===== config.mk =====
export PLATFORM = sky130hd
export DESIGN_NAME = demultiplexer_buffered_flat
export DESIGN_NICKNAME = d
export VERILOG_FILES = /design/src/rtl/demultiplexer_buffered_if.sv /design/src/rtl/demultiplexer_buffered.sv /design/src/flat_wrapper.sv
export SDC_FILE = /design/constraint.sdc
export NUM_CORES = 1
export LEC_CHECK = 0
export ABC_CLOCK_PERIOD_IN_PS = 2000
export CAP_MARGIN = 5
export CORE_MARGIN = 2
export CORE_UTILIZATION = 40
export DETAILED_ROUTE_END_ITERATION = 10
export HOLD_SLACK_MARGIN = 0.1
export PLACE_DENSITY_LB_ADDON = 0.15
export SLEW_MARGIN = 0
export SYNTH_ARGS = -nofsm -noshare
export SYNTH_HDL_FRONTEND = slang
export SYNTH_SLANG_ARGS = --single-unit
export TNS_END_PERCENT = 20

===== constraint.sdc =====
create_clock -name clk -period 2 [get_ports clk]
set_clock_uncertainty 0.1 [all_clocks]
set_input_delay 0.5 -clock clk [delete_from_list [all_inputs] [get_ports clk]]
set_output_delay 0.5 -clock clk [all_outputs]
set_load 0.03 [all_outputs]

===== src/rtl/demultiplexer_buffered_if.sv =====
// demultiplexer_buffered_if
//   Bundles the producer stream and the two consumer streams of
//   demultiplexer_buffered.
//   Parameter: inputWidth - data width of in, out0 and out1.
//   Signals:
//     in, inValid, select    producer word, its valid flag and its destination
//     inReady                block accepts the producer transfer this cycle
//     out0/out1              head word of FIFO 0 / FIFO 1
//     out0Valid/out1Valid    FIFO 0 / FIFO 1 is non-empty
//     out0Ready/out1Ready    sink 0 / sink 1 consumes the head word
//   Modports: slave is the block's view, master is the producer/sink side.
interface demultiplexer_buffered_if #(
    parameter int inputWidth = 8
);
    logic [inputWidth-1:0] in;
    logic                  inValid;
    logic                  inReady;
    logic                  select;
    logic [inputWidth-1:0] out0;
    logic                  out0Valid;
    logic                  out0Ready;
    logic [inputWidth-1:0] out1;
    logic                  out1Valid;
    logic                  out1Ready;

    modport slave (
        input  in, inValid, select, out0Ready, out1Ready,
        output inReady, out0, out0Valid, out1, out1Valid
    );

    modport master (
        output in, inValid, select, out0Ready, out1Ready,
        input  inReady, out0, out0Valid, out1, out1Valid
    );
endinterface


===== src/rtl/demultiplexer_buffered.sv =====
// demultiplexer_buffered
//   Distributes one producer stream to two sinks. Each sink owns a 2-entry
//   FIFO so a stalled sink never blocks traffic to the other one.
//   Ports:
//     clk      rising-edge clock
//     rst_n    asynchronous active-low reset; clears FIFOs and outputs
//     bus      demultiplexer_buffered_if.slave (producer + both sinks)
//     count0/count1  saturating push counters, only when DEMUX_STATS_EN
//   Optional feature macro: DEMUX_STATS_EN (default build: undefined).
module demultiplexer_buffered #(
    parameter int inputWidth = 8
) (
    input  logic                     clk,
    input  logic                     rst_n,
    demultiplexer_buffered_if.slave  bus
`ifdef DEMUX_STATS_EN
    ,
    output logic [7:0]               count0,
    output logic [7:0]               count1
`endif
);

    logic [inputWidth-1:0] mem [2][2];
    logic [1:0]            occ [2];
    logic [1:0]            rptr;
    logic [1:0]            wptr;

    logic [1:0] full;
    logic [1:0] out_ready;
    logic [1:0] sel_hot;
    logic [1:0] push;
    logic [1:0] pop;
    logic       ready;

    // inReady looks only at select and registered occupancy; the sink
    // ready lines never feed it, so a full FIFO refuses even when draining.
    always_comb begin
        full      = {occ[1] == 2'd2, occ[0] == 2'd2};
        out_ready = {bus.out1Ready, bus.out0Ready};
        sel_hot   = {bus.select, ~bus.select};
        ready     = ~full[bus.select];
        push      = {2{bus.inValid & ready}} & sel_hot;
        pop       = {occ[1] != 2'd0, occ[0] != 2'd0} & out_ready;
    end

    always_ff @(posedge clk or negedge rst_n) begin
        if (!rst_n) begin
            for (int i = 0; i < 2; i++) begin
                occ[i]    <= 2'd0;
                mem[i][0] <= '0;
                mem[i][1] <= '0;
            end
            rptr <= 2'b00;
            wptr <= 2'b00;
        end else begin
            for (int i = 0; i < 2; i++) begin
                if (push[i]) begin
                    mem[i][wptr[i]] <= bus.in;
                    wptr[i]         <= ~wptr[i];
                end
                if (pop[i]) begin
                    rptr[i] <= ~rptr[i];
                end
                case ({push[i], pop[i]})
                    2'b10:   occ[i] <= occ[i] + 2'd1;
                    2'b01:   occ[i] <= occ[i] - 2'd1;
                    default: occ[i] <= occ[i];
                endcase
            end
        end
    end

    // The head entry is only overwritten when it is not the live head, so
    // outN stays stable while a sink stalls. Storage is cleared on reset
    // so both outputs read 0 immediately.
    assign bus.inReady   = ready;
    assign bus.out0      = mem[0][rptr[0]];
    assign bus.out1      = mem[1][rptr[1]];
    assign bus.out0Valid = (occ[0] != 2'd0);
    assign bus.out1Valid = (occ[1] != 2'd0);

`ifdef DEMUX_STATS_EN
    logic [7:0] cnt [2];

    function automatic logic [7:0] sat_inc(input logic [7:0] v);
        return (v == 8'hFF) ? v : v + 8'd1;
    endfunction

    always_ff @(posedge clk or negedge rst_n) begin
        if (!rst_n) begin
            cnt[0] <= 8'd0;
            cnt[1] <= 8'd0;
        end else begin
            for (int i = 0; i < 2; i++) begin
                if (push[i]) begin
                    cnt[i] <= sat_inc(cnt[i]);
                end
            end
        end
    end

    assign count0 = cnt[0];
    assign count1 = cnt[1];
`endif

endmodule


===== src/flat_wrapper.sv =====
// flat-port wrapper written by rule: the top's interface ports become plain ports
module demultiplexer_buffered_flat 
#(
    parameter int inputWidth = 8
)
  (clk, rst_n, bus_in, bus_inValid, bus_select, bus_out0Ready, bus_out1Ready, bus_inReady, bus_out0, bus_out0Valid, bus_out1, bus_out1Valid);
  demultiplexer_buffered_if #(.inputWidth(inputWidth)) bus_i ();
  input  logic clk;
  input  logic rst_n;
  input wire logic [$bits(bus_i.in)-1:0] bus_in;
  input wire logic [$bits(bus_i.inValid)-1:0] bus_inValid;
  input wire logic [$bits(bus_i.select)-1:0] bus_select;
  input wire logic [$bits(bus_i.out0Ready)-1:0] bus_out0Ready;
  input wire logic [$bits(bus_i.out1Ready)-1:0] bus_out1Ready;
  output wire logic [$bits(bus_i.inReady)-1:0] bus_inReady;
  output wire logic [$bits(bus_i.out0)-1:0] bus_out0;
  output wire logic [$bits(bus_i.out0Valid)-1:0] bus_out0Valid;
  output wire logic [$bits(bus_i.out1)-1:0] bus_out1;
  output wire logic [$bits(bus_i.out1Valid)-1:0] bus_out1Valid;
  assign bus_i.in = bus_in;
  assign bus_i.inValid = bus_inValid;
  assign bus_i.select = bus_select;
  assign bus_i.out0Ready = bus_out0Ready;
  assign bus_i.out1Ready = bus_out1Ready;
  assign bus_inReady = bus_i.inReady;
  assign bus_out0 = bus_i.out0;
  assign bus_out0Valid = bus_i.out0Valid;
  assign bus_out1 = bus_i.out1;
  assign bus_out1Valid = bus_i.out1Valid;
  demultiplexer_buffered #(.inputWidth(inputWidth)) u_core (.clk(clk), .rst_n(rst_n), .bus(bus_i));
endmodule

==> flow_summary.ini, run 1 <==
[job]
cap_violations = 0

[placement]
dp_hpwl_microns = 2560
place_ws_ns = -0.185
port_buffers = 32
dpl.cell_count = 217
place_area_sq_um = 2300
gp_congestion = 0.700

[cells_and_area]
nFillCells = 383
multi_input_area_sq_um = 798
syn_to_final_growth_pct = 31.8
final_cells = 228
final_nets = 191
final_area_sq_um = 2400
post-route-util = 0.548
seq_area_sq_um = 1000
num_antenna_cells = 0
drive_gt1_frac = 0.580

[power_and_ir_drop]
peakVddDrop_mv = 0.717
switching_share = 0.381
power.switching_mw = 1.65
power.total_mw = 4.33
clkPwrFrac = 0.126
intPower_mw = 2.68
comb_power_share = 0.530
seqPwrFrac = 0.344
p_per_area_nw_per_um2 = 1800
power_leakage_nw = 1.04

[detailed_routing]
first_pass_iters = 3
num_vias = 1140
ant_nets = 0
drc_errors = 0
routedWlPerCell_microns = 15.3
vias_per_cell = 5.00
drt_iter0_drc = 17
routed_wl_microns = 3490

[yosys]
synth_nets = 138
synth.distinct_cells = 22
synthCells = 122
synth-seq-cells = 40
syn_area_per_cell_sq_um = 14.9
synth-warning-count = 0
netlist_area_sq_um = 1820
ys_seq_area_frac = 0.549

[outcome]
outcome = finished, violations left
violations = setup timing

[worst_setup_path]
critPathRequiredTime_ns = 1.40
crit_buf_inv = 1
crit_cells = 2
crit_fanout = 9
crit_family = flip-flops
worstPathArrival_ns = 1.45
r2r-start = u_core.occ[1]
slowest_delay_ns = 0.51
critPathSlowestCell = dfrtp_2
critPathKind = register to primary output
r2r_cells = 5
cp-end-kind = primary output
startpoint = u_core.rptr[0]
start_kind = register
path_cells = mux2_2, clkdlybuf4s15_2

[sta]
finalSetupTns_ns = -0.371
grt_setup_unrepaired = yes
hold_violations = 0
max_slew.worst_pin.slew_ns = 0.580
layout_min_cycle_time_ns = 2.05
fin_crit_sh = 1.02
slew_headroom = 0.613
drv_slew = 0
worst_slack_ns = -0.0471
whs_ns = 0.103
setup_viol = 9
clock.fmax_ghz = 0.488

[cts]
htreeDepth = 2
clock-sinks = 40
clock_latency_ns = 0.29
ctsRootBufferMaster = clkbuf_8
tritoncts = done
cts_buffer_depth = 2
cts_hold_buf = 0
cts_buffers = 5
clk_pin_slew_worst_paths_ns = 0.07

[die]
die_w_microns = 71.5
ioPinCount = 33
initial_utilization = 0.416
rows = 24
die_area_sq_um = 5110
coreArea_sq_um = 4380
die_h_microns = 71.5

[grt]
grtUsageMet2 = 0.262
use_met3 = 0.0464
grt_busiest_layer = met2
grt_remaining_overflow = 0
grt_use_met1 = 0.182
grt_pass1_wl_microns = 5950
antenna_found_initial = 0
grt_pass1_vias = 1262
grt_max_degree = 27
grt_usage = 0.154

[min_path]
hp-class = primary input to asynchronous set/reset pin
Yosys cell counts:
cell type   n  area, sq um
nand4b_2    1         15.0
nand2b_4    1         13.8
xnor2_1     6         52.6
nor3_4      1         16.3
ha_1        2         25.0
nor2b_2     1         8.76
dfrtp_1    40         1000
or2_2       2         12.5
or2b_2      1         8.76
nand3_1     1         5.00
buf_6       1         11.3
clkbuf_1    2         7.51
and2_1      2         12.5
nor2_1      3         11.3
a21oi_1     1         5.00
nand2_1     1         3.75
nand4_2     1         12.5
nand3b_1    1         7.51
xor2_1      4         35.0
mux2_2     48          541
and4bb_1    1         12.5
clkbuf_2    1         5.00
layer usage:
layer	vias to the layer above	share of wire
met5	-	0
met4	0	0.019
met3	7	0.044
met2	23	0.50
met1	573	0.43
li1	537	-
layout by cell type, fill, tap and decap left out:
| master | n |
|---|---|
| a21oi_1 | 1 |
| and2_1 | 2 |
| and4bb_1 | 1 |
| buf_12 | 2 |
| buf_2 | 6 |
| buf_4 | 17 |
| clkbuf_1 | 1 |
| clkbuf_2 | 3 |
| clkbuf_8 | 6 |
| clkdlybuf4s15_2 | 9 |
| clkdlybuf4s50_1 | 11 |
| clkinvlp_4 | 1 |
| dfrtp_1 | 38 |
| dfrtp_2 | 2 |
| dlygate4sd2_1 | 2 |
| ha_1 | 2 |
| mux2_2 | 48 |
| nand2_1 | 1 |
| nand2b_4 | 1 |
| nand3_1 | 1 |
| nand3b_1 | 1 |
| nand4_2 | 1 |
| nand4b_2 | 1 |
| nor2_1 | 3 |
| nor2b_2 | 1 |
| nor3_4 | 1 |
| or2_2 | 2 |
| or2b_2 | 1 |
| xnor2_1 | 6 |
| xor2_1 | 4 |
state kept, by name (all words and copies together) (netlist names):
name,count
u_core.rptr,2
u_core.wptr,2
u_core.occ,4
u_core.mem,32
power by group through the flow:
stage                     logic [mW]  clock network, mW  registers (mW)
after floorplan                 1.61                  0            1.41
after global placement          2.33                  0            1.50
final                           2.30              0.544            1.49
after CTS                       2.33              0.570            1.49
after global routing            2.44              0.604            1.56
after detailed placement        2.38                  0            1.53
timing repair:
action	in CTS	in global routing
buffers inserted	2	1
setup endpoints to repair	19	17
resized for setup	54	11
worst paths after layout:
kind | to | slack (ns)
setup / recovery | bus_out0[4] | -0.05
hold / removal | u_core.mem[23] | 0.10
setup reg to reg | u_core.occ[1] | 0.27
hold reg to reg | u_core.mem[2] | 0.41
max in group asynchronous | u_core.rptr[1] | 1.06
min in group clk | u_core.mem[2] | 0.41
area by class of cell:
cell class / instances / share of cell area
clock buffers: 7 / 0.0359
clock inverters: 1 / 0.00313
multi-input cells: 78 / 0.332
flip-flops and latches: 40 / 0.418
well taps: 52 / 0.0271
repair buffers: 50 / 0.184
cell families (layout without fill, tap and decap cells):
family                     Yosys count  after routing  share of synthesized area
DFF                                 40             40                      0.549
adders and majority gates            2              2                     0.0137
buffers and inverters                4             58                     0.0130
muxes                               48             48                      0.297
and+or+nand+nor                     17             17                     0.0769
xor gates and xnor gates            10             10                     0.0480
AOI/OAI and AO/OA                    1              1                    0.00274
worst register-to-register path: stages, from the launching register on:
cell,delay (ns)
dfrtp_1,0.41
or2_2,0.31
and2_1,0.19
ha_1,0.33
nor2_1,0.14
xor2_1,0.17
(Power assumes the default switching activity.)
==> run 2, diff against run 1 <==
--- a/config.mk
+++ b/config.mk
@@ -6,13 +6,13 @@
 export NUM_CORES = 1
 export LEC_CHECK = 0
 export ABC_CLOCK_PERIOD_IN_PS = 2000
-export CAP_MARGIN = 5
+export CAP_MARGIN = 40
 export CORE_MARGIN = 2
 export CORE_UTILIZATION = 40
 export DETAILED_ROUTE_END_ITERATION = 10
 export HOLD_SLACK_MARGIN = 0.1
 export PLACE_DENSITY_LB_ADDON = 0.15
-export SLEW_MARGIN = 0
+export SLEW_MARGIN = 20
 export SYNTH_ARGS = -nofsm -noshare
 export SYNTH_HDL_FRONTEND = slang
 export SYNTH_SLANG_ARGS = --single-unit
==> results of run 2 <==
Same layout as run 1: the final DEF is identical, and so are final timing and power.
